`config.mk`:
```
export PLATFORM = sky130hd
export DESIGN_NAME = instr_sequencer_flat
export DESIGN_NICKNAME = d
export VERILOG_FILES = /design/src/rtl/instr_sequencer_if.sv /design/src/rtl/instr_sequencer.sv /design/src/flat_wrapper.sv
export SDC_FILE = /design/constraint.sdc
export NUM_CORES = 1
export LEC_CHECK = 0
export CAP_MARGIN = 20
export CORE_UTILIZATION = 40
export DETAILED_ROUTE_END_ITERATION = 6
export GPL_TIMING_DRIVEN = 0
export PLACE_DENSITY_LB_ADDON = 0.08
export SLEW_MARGIN = 10
export SYNTH_ARGS = -nofsm -noshare
export SYNTH_HDL_FRONTEND = slang
export SYNTH_SLANG_ARGS = --single-unit
```
`constraint.sdc`:
```
create_clock -name clk -period 2.3 [get_ports clk]
set_input_delay 0.345 -clock clk [delete_from_list [all_inputs] [get_ports clk]]
set_output_delay 0.345 -clock clk [all_outputs]
set_load 0.05 [all_outputs]
```
`src/rtl/instr_sequencer_if.sv`:
```
`default_nettype none
// ---------------------------------------------------------------------------
// instr_sequencer_if : core-side bundle between decoder/IRQ controller and
//                      the instruction timing sequencer.
// Revision: 1.0
// ---------------------------------------------------------------------------
interface instr_sequencer_if #(
  parameter int ID_WIDTH = 8
);
  logic [ID_WIDTH-1:0] instruction_id;
  logic                branch_taken;
  logic                irq_pending;
  logic                sreg_i;
  logic [1:0]          clock_counter;
  logic [1:0]          interrupt_stage;
  logic                instr_first;
  logic                ir_load;
  logic                pc_hold;
  logic                irq_ack;

  modport master (
    output instruction_id, branch_taken, irq_pending, sreg_i,
    input  clock_counter, interrupt_stage, instr_first, ir_load, pc_hold, irq_ack
  );

  modport slave (
    input  instruction_id, branch_taken, irq_pending, sreg_i,
    output clock_counter, interrupt_stage, instr_first, ir_load, pc_hold, irq_ack
  );
endinterface
`default_nettype wire

```
`src/rtl/instr_sequencer.sv`:
```
`default_nettype none
// ---------------------------------------------------------------------------
// instr_sequencer : per-instruction cycle counter, fetch request and 3-stage
//                   interrupt entry sequencer for the AVR core.
// Revision: 1.0
// ---------------------------------------------------------------------------
module instr_sequencer #(
  parameter int ID_WIDTH               = 8,
  parameter bit INHIBIT_AFTER_SEI_RETI = 1'b1
) (
  input  wire logic         clk,
  input  wire logic         reset,
  instr_sequencer_if.slave  bus
);

  typedef enum logic [2:0] {
    S_BOOT = 3'd0,
    S_RUN  = 3'd1,
    S_INT2 = 3'd2,
    S_INT1 = 3'd3,
    S_INT3 = 3'd4
  } state_t;

  state_t     state_q, state_d;
  logic [1:0] cnt_q, cnt_d;
  logic       first_q, first_d;
  logic       inhibit_q, inhibit_d;

  logic [1:0] w_load;
  logic [1:0] w_clock_counter;
  logic [1:0] w_stage;
  logic       w_instr_first;
  logic       w_ir_load;
  logic       w_pc_hold;
  logic       w_irq_ack;
  logic       w_take_irq;
  logic       w_sei_reti;
  logic       w_branch;

  assign w_branch   = (bus.instruction_id >= ID_WIDTH'(8'h04)) &&
                      (bus.instruction_id <= ID_WIDTH'(8'h08));
  assign w_sei_reti = (bus.instruction_id == ID_WIDTH'(8'h32)) ||
                      (bus.instruction_id == ID_WIDTH'(8'h2E));
  assign w_take_irq = bus.irq_pending & bus.sreg_i & ~inhibit_q;

  always_comb begin
    w_load = 2'd0;
    if (w_branch) begin
      w_load = {1'b0, bus.branch_taken};
    end else begin
      case (bus.instruction_id)
        ID_WIDTH'(8'h2D), ID_WIDTH'(8'h2E): w_load = 2'd3;
        ID_WIDTH'(8'h2C), ID_WIDTH'(8'h22): w_load = 2'd2;
        ID_WIDTH'(8'h19), ID_WIDTH'(8'h38), ID_WIDTH'(8'h2B),
        ID_WIDTH'(8'h2A), ID_WIDTH'(8'h2F): w_load = 2'd1;
        default:                            w_load = 2'd0;
      endcase
    end
  end

  always_comb begin
    state_d         = state_q;
    cnt_d           = cnt_q;
    first_d         = first_q;
    inhibit_d       = inhibit_q;
    w_clock_counter = 2'd0;
    w_stage         = 2'd0;
    w_instr_first   = 1'b0;
    w_ir_load       = 1'b0;
    w_pc_hold       = 1'b1;
    w_irq_ack       = 1'b0;
    case (state_q)
      S_BOOT: begin
        w_ir_load = 1'b1;
        w_pc_hold = 1'b0;
        state_d   = S_RUN;
        first_d   = 1'b1;
      end
      S_RUN: begin
        w_clock_counter = first_q ? w_load : cnt_q;
        w_instr_first   = first_q;
        if (w_clock_counter != 2'd0) begin
          cnt_d   = w_clock_counter - 2'd1;
          first_d = 1'b0;
        end else begin
          // Boundary: the previous instruction's inhibit expires here.
          inhibit_d = INHIBIT_AFTER_SEI_RETI & w_sei_reti;
          cnt_d     = 2'd0;
          if (w_take_irq) begin
            state_d = S_INT2;
            first_d = 1'b0;
          end else begin
            w_ir_load = 1'b1;
            w_pc_hold = 1'b0;
            first_d   = 1'b1;
          end
        end
      end
      S_INT2: begin
        w_stage = 2'd2;
        state_d = S_INT1;
      end
      S_INT1: begin
        w_stage = 2'd1;
        state_d = S_INT3;
      end
      S_INT3: begin
        w_stage   = 2'd3;
        w_irq_ack = 1'b1;
        w_ir_load = 1'b1;
        w_pc_hold = 1'b0;
        state_d   = S_RUN;
        first_d   = 1'b1;
      end
      default: begin
        state_d = S_BOOT;
      end
    endcase
  end

  always_ff @(posedge clk or posedge reset) begin
    if (reset) begin
      state_q   <= S_BOOT;
      cnt_q     <= 2'd0;
      first_q   <= 1'b0;
      inhibit_q <= 1'b0;
    end else begin
      state_q   <= state_d;
      cnt_q     <= cnt_d;
      first_q   <= first_d;
      inhibit_q <= inhibit_d;
    end
  end

  // BOOT drives a fetch, so reset must mask the fetch outputs directly.
  assign bus.clock_counter   = w_clock_counter;
  assign bus.interrupt_stage = w_stage;
  assign bus.instr_first     = w_instr_first;
  assign bus.irq_ack         = w_irq_ack;
  assign bus.ir_load         = w_ir_load & ~reset;
  assign bus.pc_hold         = w_pc_hold | reset;

endmodule
`default_nettype wire

```
`src/flat_wrapper.sv`:
```
// flat-port wrapper written by rule: the top's interface ports become plain ports
module instr_sequencer_flat 
#(
  parameter int ID_WIDTH               = 8,
  parameter bit INHIBIT_AFTER_SEI_RETI = 1'b1
)
  (clk, reset, bus_instruction_id, bus_branch_taken, bus_irq_pending, bus_sreg_i, bus_clock_counter, bus_interrupt_stage, bus_instr_first, bus_ir_load, bus_pc_hold, bus_irq_ack);
  instr_sequencer_if #(.ID_WIDTH(ID_WIDTH)) bus_i ();
  input  wire logic clk;
  input  wire logic reset;
  input wire logic [$bits(bus_i.instruction_id)-1:0] bus_instruction_id;
  input wire logic [$bits(bus_i.branch_taken)-1:0] bus_branch_taken;
  input wire logic [$bits(bus_i.irq_pending)-1:0] bus_irq_pending;
  input wire logic [$bits(bus_i.sreg_i)-1:0] bus_sreg_i;
  output wire logic [$bits(bus_i.clock_counter)-1:0] bus_clock_counter;
  output wire logic [$bits(bus_i.interrupt_stage)-1:0] bus_interrupt_stage;
  output wire logic [$bits(bus_i.instr_first)-1:0] bus_instr_first;
  output wire logic [$bits(bus_i.ir_load)-1:0] bus_ir_load;
  output wire logic [$bits(bus_i.pc_hold)-1:0] bus_pc_hold;
  output wire logic [$bits(bus_i.irq_ack)-1:0] bus_irq_ack;
  assign bus_i.instruction_id = bus_instruction_id;
  assign bus_i.branch_taken = bus_branch_taken;
  assign bus_i.irq_pending = bus_irq_pending;
  assign bus_i.sreg_i = bus_sreg_i;
  assign bus_clock_counter = bus_i.clock_counter;
  assign bus_interrupt_stage = bus_i.interrupt_stage;
  assign bus_instr_first = bus_i.instr_first;
  assign bus_ir_load = bus_i.ir_load;
  assign bus_pc_hold = bus_i.pc_hold;
  assign bus_irq_ack = bus_i.irq_ack;
  instr_sequencer #(.ID_WIDTH(ID_WIDTH), .INHIBIT_AFTER_SEI_RETI(INHIBIT_AFTER_SEI_RETI)) u_core (.clk(clk), .reset(reset), .bus(bus_i));
endmodule
```
==> flow_metrics.tcl <==
set metrics [dict create \
    cts.sinks 7 \
    r2r-start "u_core.first_q" \
    areaGrowthSynthToFinish_pct 71.4 \
    cts_tree "done" \
    clockBufferDepth 2 \
    grt_pass1_vias 565 \
    io_pins 21 \
    fin_crit_ns 2.31 \
    start_util_pct 46.1 \
    grt_overflow_total 0 \
    vias 622 \
    grtUsageTotal_pct 23.4 \
    wirelength_mm 1.67 \
    power.total_mw 1.03 \
    drt_iter0_drc 15 \
    avgViaCountPerCell 5.65 \
    hpwlAfterDp_um 915 \
    syn_avg_cell_area_um2 8.68 \
    relSlewSlack_pct 66.4 \
    arrival_ns 1.96 \
    finalNetCount 110 \
    synth_seq_cells 7 \
    path_class "reg -> out" \
    top_usage_layer "met2" \
    die_w_um 39.0 \
    drt_pass1_iterations 4 \
    drc 0 \
    status "finished, violations left" \
    port_buffers 20 \
    use_met3_pct 6.94 \
    yosysSeqAreaShare_pct 32.0 \
    fmax_mhz 433 \
    antenna_found_initial 0 \
    leakage_nw 0.423 \
    cts_made_buffers 3 \
    drv_cap 0 \
    finalSetupTns_ns -0.00916 \
    fin_util_pct 79.0 \
    cts_hold_buf 0 \
    num_rows 12 \
    grt_first_pass_wirelength_mm 2.38 \
    power-per-cell-area_nw_per_um2 1100 \
    fin_skew_ns 0.000304 \
    wl_per_cell_um 15.2 \
    core_area_um2 1190 \
    clk_pin_slew_ns 0.05 \
    synth.distinct_cells 32 \
    use_met2_pct 37.5 \
    syn_inst 63 \
    worst_pin_slew_ns 0.504 \
    cp_data_required_time_ns 1.96 \
    synthesis.nets 76 \
    insertion_delay_ns 0.25 \
    finalSetupViolations 1 \
    violations "negative setup slack" \
    min_path_type "in -> async" \
    gp_congestion 0.843 \
    reg2reg_slack_ns 0.40 \
    netlist_area_um2 547 \
    worstPathMaxFanout 4 \
    root_buffer "clkbuf_4" \
    finalCritPeriodShare_pct 100 \
    ys_warn_count 0 \
    startpoint "u_core.first_q" \
    num_antenna_cells 0 \
    endpoint_kind "output port" \
    grt_start_max_net_pins 11 \
    drive_above_1_share_pct 39.6 \
    setup_slack_ns -0.00916 \
    synth_flop_cell "dfrtp_1" \
    die-area_um2 1520 \
    synth_edf_count 0 \
    async_flop_share_pct 100 \
    die_h_um 39.0 \
    fillCellCount 90 \
    drtAntennaViolNets 0 \
    worstSetupStartpointType "flop" \
    rsz0062_at_grt "yes" \
    grt_use_met1_pct 30.6 \
    h-tree-depth 1 \
    drv_slew 0 \
    ir_drop_v 0.000952 \
    pre_cts_slack_ns -1.02 \
    hold_violations 0 \
]
-- worst max-delay path: stages (launching register included) --
cell,delay [ns]
dfrtp_2,0.43
nor3b_4,0.16
o2111a_1,0.16
a311oi_4,0.41
a31oi_4,0.16
or2_1,0.25
buf_6,0.15
-- synthesized netlist by cell type (3+ instances only) --
library cell,instances,area share (%)
dfrtp_1,7,32
nor2_1,7,4.8
a31oi_1,3,3.4
clkbuf_1,3,2.1
inv_1,3,2.1
nand2_1,3,2.1
nand2b_1,3,3.4
nor2b_1,3,3.4
-- cells by family (layout without fill, tap and decap cells) --
logic type                Yosys count  in the layout  synth area share (%)
DFF                                 7              7                  32.0
buffers and inverters               6             39                  4.12
AOI/OAI and AO/OA                  16             16                  24.0
xor gates and xnor gates            2              2                  3.20
muxes                               1              1                  1.83
and+or+nand+nor                    31             31                  34.8
-- cell type report --
cell class | count | area (um2) | share of cell area (%)
multi-input cells | 50 | 435 | 46.5
repair buffers | 32 | 268 | 28.6
flip-flops and latches | 7 | 179 | 19.1
inverters | 3 | 11.3 | 1.20
clock buffers | 4 | 26.3 | 2.80
well taps | 14 | 17.5 | 1.87
-- path summary, 6_finish.rpt --
path	endpoint	cells past startpoint
worst max register to register	u_core.state_q[0]	6
max in group asynchronous	u_core.first_q	2
worst min-delay path	u_core.cnt_q[1]	2
min in group clk	u_core.cnt_q[0]	1
worst max-delay path	bus_pc_hold	6
worst min register to register	u_core.cnt_q[0]	1
-- flip-flops by register name, indices dropped and copies added, names as in the netlist --
register and flops:
u_core.inhibit_q 1, u_core.state_q 3, u_core.cnt_q 2, u_core.first_q 1
-- timing repair --
| action | in CTS | in global routing |
|---|---|---|
| endpoints found under the hold margin | 0 | 0 |
| setup endpoints to repair | 6 | 5 |
| pin swaps | 5 | 3 |
| gates cloned | 0 | 0 |
| buffers inserted | 6 | 6 |
| resized for setup | 40 | 15 |
-- cells in the final DEF, fill, tap and decap left out, types with 2 or more instances in the layout --
cell / synthesis / layout
clkdlybuf4s15_2: 0 / 2
buf_4: 0 / 12
dlymetal6s2s_1: 0 / 2
nor3_1: 2 / 2
clkbuf_2: 0 / 5
nand3_1: 2 / 2
clkbuf_4: 0 / 3
a31oi_4: 0 / 2
inv_1: 3 / 3
a21oi_1: 2 / 2
xnor2_1: 2 / 2
dfrtp_1: 7 / 4
o21ai_0: 2 / 2
dlygate4sd2_1: 0 / 5
nor2_1: 7 / 6
nand2_1: 3 / 3
dfrtp_2: 0 / 3
clkdlybuf4s50_1: 0 / 5
nand2b_1: 3 / 2
nor2b_1: 3 / 3
and2_1: 2 / 2
-- layer usage --
metal  vias to the layer above  wire length (um)
met5                         -                 0
met3                         0                82
met4                         0                 0
met1                       304               786
met2                        24               803
li1                        294                 -
-- per-stage QoR --
step	instance area, um2	hold slack, ns	instances
after floorplan	549	0.148	63
after global placement	767	0.453	97
after detailed placement	767	0.459	97
after CTS	887	0.405	105
after global routing	937	0.432	110
final	937	0.404	110
-- report_power, final --
group	switching (mW)	internal (mW)	total, mW
sequential	0.0563	0.165	0.221
clock	0.0457	0.0662	0.112
combinational	0.400	0.299	0.699
Note: power is estimated with default switching activity, not from simulation.
==> edit 1 (same flow settings) <==
`INHIBIT_AFTER_SEI_RETI` is set to 1'b1 in 2 places; all go to 1'b0.
--- a/src/rtl/instr_sequencer.sv
+++ b/src/rtl/instr_sequencer.sv
@@ -6,7 +6,7 @@
 // ---------------------------------------------------------------------------
 module instr_sequencer #(
   parameter int ID_WIDTH               = 8,
-  parameter bit INHIBIT_AFTER_SEI_RETI = 1'b1
+  parameter bit INHIBIT_AFTER_SEI_RETI = 1'b0
 ) (
   input  wire logic         clk,
   input  wire logic         reset,
--- a/src/flat_wrapper.sv
+++ b/src/flat_wrapper.sv
@@ -2,7 +2,7 @@
 module instr_sequencer_flat 
 #(
   parameter int ID_WIDTH               = 8,
-  parameter bit INHIBIT_AFTER_SEI_RETI = 1'b1
+  parameter bit INHIBIT_AFTER_SEI_RETI = 1'b0
 )
   (clk, reset, bus_instruction_id, bus_branch_taken, bus_irq_pending, bus_sreg_i, bus_clock_counter, bus_interrupt_stage, bus_instr_first, bus_ir_load, bus_pc_hold, bus_irq_ack);
   instr_sequencer_if #(.ID_WIDTH(ID_WIDTH)) bus_i ();
Formal check against the unedited RTL: not equivalent (Yosys sat finds a counterexample within 4 cycles, from zero or initial values and one cycle with reset high).
==> edit 1 against the original RTL <==
- the flow still finishes with violations (negative setup slack)
- setup slack got worse by 0.048 ns
- critical path depth up 1
- area after synthesis fell by 15%
- total power decreased by 7.9%
- sequential power decreased by 11%
- via count shrank 16%
- wire length down 30%
- sequential cell count decreased by 1
- final area is 16% lower
- critical path type is now in2out
- critical endpoint unchanged
- largest cell class unchanged
==> edit 1: results <==
[run_status]
status = "finished, violations left"
violations = "negative setup slack"

[timing]
setup_viol = 3
maxSlewHeadroom = 0.668
final.setup_skew_ns = 0.00290
worst_slack_ns = -0.0569

[place]
placed_area_sq_um = 691
dpl.cell_count = 91
post-place-ws_ns = -1.11
globalplace.congestion = 0.745

[synth]
ys_top_cells_by_area = "dfrtp_1 (32%), a21oi_1 (7.5%), nor2_1 (5.6%), nand2_1 (4.8%), or2_2 (4.0%)"
syn_nets = 71
yosysUniqueCellTypes = 28
synthXorXnorAreaFrac = 0.0188
ys_seq_area_frac = 0.323

[detailed_routing]
vias = 525
top_layer = "met4"
wl_met3_um = 60

[critical_path]
crit_path_max_incr_delay_ns = 0.51
worstPathArrival_ns = 2.01

[clock_network]
cts_setup_buffers = 2

[grt]
grt_pass1_vias = 477
grtUsageTotal = 0.221
grt_pass1_wl_mm = 2.01
use_met2 = 0.336

[layout]
fin_nets = 101
stdcell_count = 99
==> edit 1: cell count changes in the layout (fill, tap and decap cells not counted), moves of 3 or more <==
cell      change
buf_8         +4
a21oi_1       +4
clkbuf_2      -4
nand2_1       +3
dfrtp_2       -3
buf_4         -5
==> edit 1: path summary, 6_finish.rpt <==
check | start | to | slack [ns] | cells after the start
min in group clk | u_core.cnt_q[1] | u_core.cnt_q[1] | 0.48 | 2
worst max register to register | u_core.first_q | u_core.state_q[1] | 0.78 | 5
max in group asynchronous | reset | u_core.cnt_q[1] | 1.72 | 2
worst max-delay path | bus_instruction_id[1] | bus_pc_hold | -0.06 | 7
worst min register to register | u_core.cnt_q[1] | u_core.cnt_q[1] | 0.48 | 2
worst min-delay path | reset | u_core.state_q[0] | 0.38 | 2
==> edit 1: area by class of cell <==
| class | instances | area [sq um] |
|---|---|---|
| Clock buffer | 3 | 22.5 |
| Inverter | 4 | 15.0 |
| Multi-Input combinational cell | 48 | 339 |
| Sequential cell | 6 | 150 |
| Tap cell | 13 | 16.3 |
| Timing Repair Buffer | 25 | 245 |
| Fill cell | 76 | 216 |
==> edit 1: cells by family (layout without fill, tap and decap cells) <==
family          Yosys count  after routing
buf+inv                   4             32
mux                       1              1
simple gates             27             27
flops                     6              6
xor+xnor                  1              1
compound gates           19             19
==> edit 1: power by group through the flow <==
stage | Clock, mW | Combinational [mW] | Sequential [mW]
final | 0.0956 | 0.660 | 0.196
after floorplan | 0 | 0.426 | 0.180
after global placement | 0 | 0.577 | 0.193
after detailed placement | 0 | 0.579 | 0.193
after global routing | 0.108 | 0.710 | 0.206
after CTS | 0.0991 | 0.620 | 0.194
==> edit 2 (same settings) <==
Without the edit above. Encoding of `state_t`: now one-hot (5 bits for 5 states).
--- a/src/rtl/instr_sequencer.sv
+++ b/src/rtl/instr_sequencer.sv
@@ -13,12 +13,12 @@
   instr_sequencer_if.slave  bus
 );
 
-  typedef enum logic [2:0] {
-    S_BOOT = 3'd0,
-    S_RUN  = 3'd1,
-    S_INT2 = 3'd2,
-    S_INT1 = 3'd3,
-    S_INT3 = 3'd4
+  typedef enum logic [4:0] {
+    S_BOOT = 5'b00001,
+    S_RUN  = 5'b00010,
+    S_INT2 = 5'b00100,
+    S_INT1 = 5'b01000,
+    S_INT3 = 5'b10000
   } state_t;
 
   state_t     state_q, state_d;
Check against the original RTL: same outputs for any inputs over 10 cycles, from zero or initial values and one cycle with reset high; not proved beyond that.
==> edit 2 against the original RTL <==
- largest power group unchanged
- core utilization is 14 points lower
- worst hold slack better by 0.074 ns
- area after synthesis is 16% higher
- wire length is 7.1% lower
- the run still ends with negative setup slack left
- critical path type unchanged
- setup slack worse by 0.10 ns
- total power is 16% lower
- critical endpoint is now bus_ir_load
- fmax is 4.3% lower
- sequential cell count is 2 higher
- clock power is 9.8% higher
- final area is 3.7% higher
==> edit 2: results <==
[critical_path]
r2r-end = "u_core.inhibit_q"
r2r-start = "u_core.state_q[3]"
cp_top_family = "simple AND/OR/NAND/NOR gates"
slowest_stage = "dfrtp_1"
startpoint = "u_core.state_q[3]"
cp-endpoint = "bus_ir_load"

[layout]
buffer_area_frac = 0.250
n_fill_cell = 122
clock_tree_area_fraction = 0.0270
num-nonclk-buffers = 25
seq_share = 0.233

[grt]
grt_pass1_vias = 554
grt_pass1_wl_mm = 2.49
grt_max_degree = 12

[place]
placed_area_sq_um = 861
globalplace.congestion = 0.717
dpl.cell_count = 104

[pwr]
ir_worst_vdd_uv = 941
pwr-share-seq = 0.273
leakage_nw = 0.433
pg_seq_mw = 0.237
power_density_nw_per_um2 = 894

[timing]
setup-tns-final_ns = -0.254
setup_viol = 4
worst_slack_ns = -0.113
maxSlewHeadroom = 0.323

[synth]
synth_seq_cells = 9
syn-instance-count = 68
yosysUniqueCellTypes = 36

[run_status]
status = "finished, violations left"
violations = "negative setup slack"

[detailed_routing]
firstDrtPassIters = 5
drt-initial-drc-count = 14
wl_mm = 1.55
edit 2: cell families (layout without fill, tap and decap cells):
| logic type | after synthesis | count (layout) | share of synthesized area |
|---|---|---|---|
| compound gates | 16 | 16 | 0.233 |
| buf+inv | 4 | 32 | 0.0256 |
| mux | 1 | 1 | 0.0158 |
| xor+xnor | 2 | 2 | 0.0276 |
| simple gates | 36 | 36 | 0.341 |
| flops | 9 | 9 | 0.357 |
edit 2: metal layers:
layer	vias to the layer above	GRT usage	wire (um)
li1	315	-	-
met1	321	0.260	696
met2	23	0.297	765
met3	7	0.0130	57
met4	0	0.116	35
met5	-	0	0
edit 2: timing repair:
| item | CTS | global route |
|---|---|---|
| resized for setup | 51 | 3 |
| pin swaps | 7 | 2 |
| endpoints found under the hold margin | 0 | 0 |
| buffers inserted | 2 | 2 |
| endpoints found under the setup margin | 6 | 7 |
